**src/rtl/demux8_32_wr_pkg.sv**
```systemverilog
// demux8_32_wr_pkg: shared constants and types for the register-file datapath
package demux8_32_wr_pkg;
  localparam int WIDTH = 32;
  localparam int NREGS = 8;
  typedef enum logic {IDLE, CLEAR} state_t;
  typedef logic [2:0] idx_t;
endpackage

```
**src/rtl/demux8_32_wr_decoder3_8.sv**
```systemverilog
// decoder3_8: 3-bit index plus enable to 8-bit one-hot
module decoder3_8
  import demux8_32_wr_pkg::*;
(
  input  idx_t       idx,
  input  logic       en,
  output logic [7:0] onehot
);
  assign onehot = en ? (8'b1 << idx) : 8'b0;
endmodule

```
**src/rtl/demux8_32_wr.sv**
```systemverilog
// demux8_32_wr: 8x32 register bank with byte-masked write port and clear sweep
module demux8_32_wr
  import demux8_32_wr_pkg::*;
#(
  parameter int WIDTH = demux8_32_wr_pkg::WIDTH,
  parameter int NREGS = demux8_32_wr_pkg::NREGS
) (
  input  logic               clk,
  input  logic               rst_n,
  input  logic               wr_valid,
  output logic               wr_ready,
  input  idx_t               wr_addr,
  input  logic [WIDTH-1:0]   wr_data,
  input  logic [WIDTH/8-1:0] wr_be,
  input  logic               clr_req,
  output logic               busy,
  output logic               wr_ack,
  output idx_t               wr_ack_addr,
  output logic [WIDTH-1:0]   q0,
  output logic [WIDTH-1:0]   q1,
  output logic [WIDTH-1:0]   q2,
  output logic [WIDTH-1:0]   q3,
  output logic [WIDTH-1:0]   q4,
  output logic [WIDTH-1:0]   q5,
  output logic [WIDTH-1:0]   q6,
  output logic [WIDTH-1:0]   q7
);
  state_t           state;
  idx_t             idx;
  logic             xfer;
  logic [7:0]       wr_sel;
  logic [7:0]       clr_sel;
  logic [WIDTH-1:0] bmask;
  logic [WIDTH-1:0] regs [NREGS];

  assign wr_ready = (state == IDLE);
  assign busy     = (state == CLEAR);
  assign xfer     = wr_valid && wr_ready;

  decoder3_8 u_wr_dec  (.idx(wr_addr), .en(xfer),  .onehot(wr_sel));
  decoder3_8 u_clr_dec (.idx(idx),     .en(busy),  .onehot(clr_sel));

  for (genvar b = 0; b < WIDTH/8; b++) begin : g_mask
    assign bmask[8*b +: 8] = {8{wr_be[b]}};
  end

  for (genvar r = 0; r < NREGS; r++) begin : g_reg
    // sweep zeroing wins; writes never coincide with it since xfer needs IDLE
    always_ff @(posedge clk or negedge rst_n) begin
      if (!rst_n) regs[r] <= '0;
      else if (clr_sel[r]) regs[r] <= '0;
      else if (wr_sel[r]) regs[r] <= (regs[r] & ~bmask) | (wr_data & bmask);
    end
  end

  // control FSM: sweep index wraps 7->0 exactly as the sweep exits to IDLE
  always_ff @(posedge clk or negedge rst_n) begin
    if (!rst_n) begin
      state <= IDLE;
      idx   <= '0;
    end else if (state == IDLE) begin
      if (clr_req) begin
        state <= CLEAR;
        idx   <= '0;
      end
    end else begin
      idx <= idx + 3'd1;
      if (idx == 3'd7) state <= IDLE;
    end
  end

  // acknowledge pulse; address holds between pulses
  always_ff @(posedge clk or negedge rst_n) begin
    if (!rst_n) begin
      wr_ack      <= 1'b0;
      wr_ack_addr <= '0;
    end else begin
      wr_ack <= xfer;
      if (xfer) wr_ack_addr <= wr_addr;
    end
  end

  assign q0 = regs[0];
  assign q1 = regs[1];
  assign q2 = regs[2];
  assign q3 = regs[3];
  assign q4 = regs[4];
  assign q5 = regs[5];
  assign q6 = regs[6];
  assign q7 = regs[7];
endmodule

```
**config.mk**
```make
export PLATFORM = sky130hd
export DESIGN_NAME = demux8_32_wr
export DESIGN_NICKNAME = d
export VERILOG_FILES = /design/src/rtl/demux8_32_wr_pkg.sv /design/src/rtl/demux8_32_wr_decoder3_8.sv /design/src/rtl/demux8_32_wr.sv
export SDC_FILE = /design/constraint.sdc
export NUM_CORES = 1
export LEC_CHECK = 0
export BUFFER_PORTS_ARGS = -buffer_cell sky130_fd_sc_hd__buf_2
export CORE_ASPECT_RATIO = 1.1
export CORE_MARGIN = 8
export CORE_UTILIZATION = 40
export CTS_CLUSTER_DIAMETER = 200
export DETAILED_ROUTE_END_ITERATION = 10
export PLACE_DENSITY = 0.7
export SYNTH_ARGS = -nofsm -noshare
export SYNTH_HDL_FRONTEND = slang
export SYNTH_SLANG_ARGS = --single-unit
```
**constraint.sdc**
```tcl
create_clock -name clk -period 2.1 [get_ports clk]
set_input_delay 0.42 -clock clk [delete_from_list [all_inputs] [get_ports clk]]
set_output_delay 0.42 -clock clk [all_outputs]
set_load 0.1 [all_outputs]
```
==> metrics <==
FILL cells=3,262; max_slew headroom=0.554; CP Launch Type=flop; mux contribution to synthesized area=0.00310; Worst R2R Setup Slack=0.21 ns; Final Skew=0.0117 ns; die span in x=195 um; Worst IR Drop VDD=977 uV; Final WS setup=0.0710 ns; port bufs=304; Final period util=0.966; hold worst-path end=idx[2]; Final Hold Viols=0; Gate power share=0.485; MaxCap Viol Count=0; Core ar.=35,000 um^2; CTS tree=done; synth-to-layout area growth=21.3%; global-route wire length before repair=80.2 mm; synthesized area per cell=9.45 um^2; number of enable flip-flop cells after synthesis=0; critical-path cell list=clkinv_2 > buf_4; Power Density=1420 nW/um^2; final wirelength=52.3 mm; Leak=8.74 nW; Reg2Reg Launch Point=busy; RR Endpoint=q3[28]; Yosys cell types=42; HP Start=clr_req; htree depth=1; Clk Latency, worst-skew pair=0.57 ns; setup slack at placement=0.266 ns; worst slew pin tran=0.670 ns; Total Power=24.2 mW; Setup CP Type=reg2out; number of antenna violations at the first check in global routing=2; die area=41,500 um^2; Seq pwr share=0.278; Post-Synth Adder-Cell Area=0.00532; Compound-Gate Fraction of Synth Area=0.255; hpwl dp=35.1 mm; largest net degree at the start of global routing=63; P_int=11.4 mW; RSZ-0062 raised after global routing=no; Worst Reg-to-Reg Cells=4; num rows=72; dominant synthesized flop cell=dfrtp_1; CTS clk-pin slew, worst paths=0.06 ns; min Tclk post-route=2.03 ns; initial DRC count=1,307; crit path max fanout=16; Yosys Warn Count=0; CTS Buf Count=30; Post-layout nets=1,764; Antenna diodes=0; status=finished, final reports clean; synthesized area=14,100 um^2; vias in the first global route=12,852; Hold WC Path Type=in2reg; GR Overflow Total=0; DR pass1 iterations=5; CP arrival=1.61 ns; DIE HEIGHT=213 um; Post-CTS Setup Bufs=0; Max Freq=493 MHz; Setup violations, final=0; max incr delay on CP=0.53 ns; Final Max Slew Viols=0; Post-Syn Nets=1,541; Synth Area in Simple Gates=0.202; net load switching power=12.8 mW; Via density=5.98; post-DR wirelength/cell=24.0 um; Clock Tree Root=clkbuf_16; sequential share of the synthesized area=0.468; xor/xnor cell area share of the yosys netlist=0; drc violations=0; ys async rst share=1.00; layout cells sized above 1=0.274; DR vias=13,056; Max clock buf depth=3; RD Place Congestion=0.854; I/O Pins=305; clock network power share=0.237; Total GRT Usage=0.243; setup TNS=0 ns; largest family of logic cells by synthesized area=compound AO/OA/AOI/OAI gates; Yosys reg bits=264; Worst Path Required=1.68 ns; Synth Instances=1,492; clock sink count=264; Worst Setup End Kind=primary output; hold depth=2; Routed Antenna Nets=0; switch share=0.530; Initial Util=0.404; slowest CP cell=dfrtp_2
==> flip-flops by register name, indices dropped and copies added (netlist names) <==
signal	count
busy	1
idx	3
q0	32
q1	32
q2	32
q3	32
q4	32
q5	32
q6	32
q7	32
wr_ack	1
wr_ack_addr	3
==> layout make-up <==
class | instances | area, um^2 | share of cell area
clock buffers | 43 | 861 | 0.0503
clock inverters | 12 | 213 | 0.0124
inverters | 22 | 83.8 | 0.00490
multi-input cells | 1033 | 6590 | 0.385
flip-flops and latches | 264 | 6610 | 0.386
well taps | 444 | 556 | 0.0325
repair buffers | 364 | 2190 | 0.128
==> worst max-delay path, delay by kind of cell, from the launching register on <==
kind | cells | cell delay, ns
DFF | 1 | 0.53
buffers and inverters | 2 | 0.52
==> Yosys cell counts, drive strengths merged (2+ instances only) <==
cell type,n,share of area
o211ai,364,0.21
dfrtp,264,0.47
nand2,210,0.056
nor2b,174,0.077
clkbuf,88,0.023
buf,85,0.037
o21ai,83,0.029
nand3,55,0.020
and2,33,0.015
a21oi,32,0.011
inv,21,0.0056
and2b,19,0.010
nand4,17,0.0075
ha,6,0.0053
nand3b,6,0.0032
nor2,5,0.0015
and3,4,0.0018
mux2,3,0.0024
nand2b,3,0.0013
a21boi,2,0.0011
and3b,2,0.0012
and4b,2,0.0014
nand4b,2,0.0012
or3b,2,0.0012
==> cells in the final DEF, fill, tap and decap left out, types with 17 or more instances in the layout <==
| cell type | count |
|---|---|
| a21oi_1 | 32 |
| and2_1 | 33 |
| and2b_1 | 19 |
| buf_2 | 301 |
| buf_4 | 44 |
| clkbuf_16 | 31 |
| dfrtp_1 | 263 |
| inv_1 | 21 |
| nand2_1 | 210 |
| nand3_1 | 54 |
| nand4_1 | 17 |
| nor2b_1 | 173 |
| o211ai_1 | 314 |
| o211ai_2 | 50 |
| o21ai_0 | 81 |
==> through the flow <==
stage	std cells	utilization	cell area (um^2)	hold slack, ns
3_5_place_dp	2126	0.458	16000	0.360
5_1_grt	2182	0.489	17100	0.0949
2_1_floorplan	1492	-	14100	0.124
6_report	2182	0.489	17100	0.103
4_1_cts	2182	0.489	17100	0.0716
3_3_place_gp	2126	0.458	16000	0.364
==> power by group through the flow <==
stage | combinational (mW) | clock (mW) | sequential (mW)
global placement | 11.7 | 0 | 6.75
floorplan | 2.88 | 0 | 13.0
detailed placement | 11.8 | 0 | 6.79
CTS | 11.8 | 5.84 | 6.73
finish | 11.8 | 5.75 | 6.75
global route | 12.2 | 6.03 | 6.85
==> logic make-up after synthesis <==
group | count (synthesis)
compound gates | 484
simple gates | 539
fa+ha+maj | 6
flops | 264
buf+inv | 195
mux | 4
==> worst max path at each step <==
stage               start        to  slack (ns)  depth (start not counted)
6_report             busy  wr_ready        0.07                          2
5_1_grt              busy  wr_ready      0.0001                          2
3_3_place_gp   wr_addr[0]     q4[2]        0.31                          5
3_5_place_dp         busy    q2[30]        0.27                          4
2_1_floorplan        busy  wr_ready        0.18                          3
4_1_cts              busy      busy       0.007                          2
==> what timing repair did <==
item                                    CTS  global route
hold buffers                              1             0
endpoints found under the setup margin    2             1
gates resized for setup                   3             1
gates cloned                              0             0
endpoints found under the hold margin    38             0
==> layer usage <==
metal | up-vias | routed length [um] | GRT usage
met5 | - | 23 | 0
met4 | 4 | 1680 | 0.0787
met2 | 639 | 24200 | 0.389
met3 | 102 | 4850 | 0.0626
li1 | 5776 | - | -
met1 | 6535 | 21500 | 0.320
(Power assumes the default switching activity.)
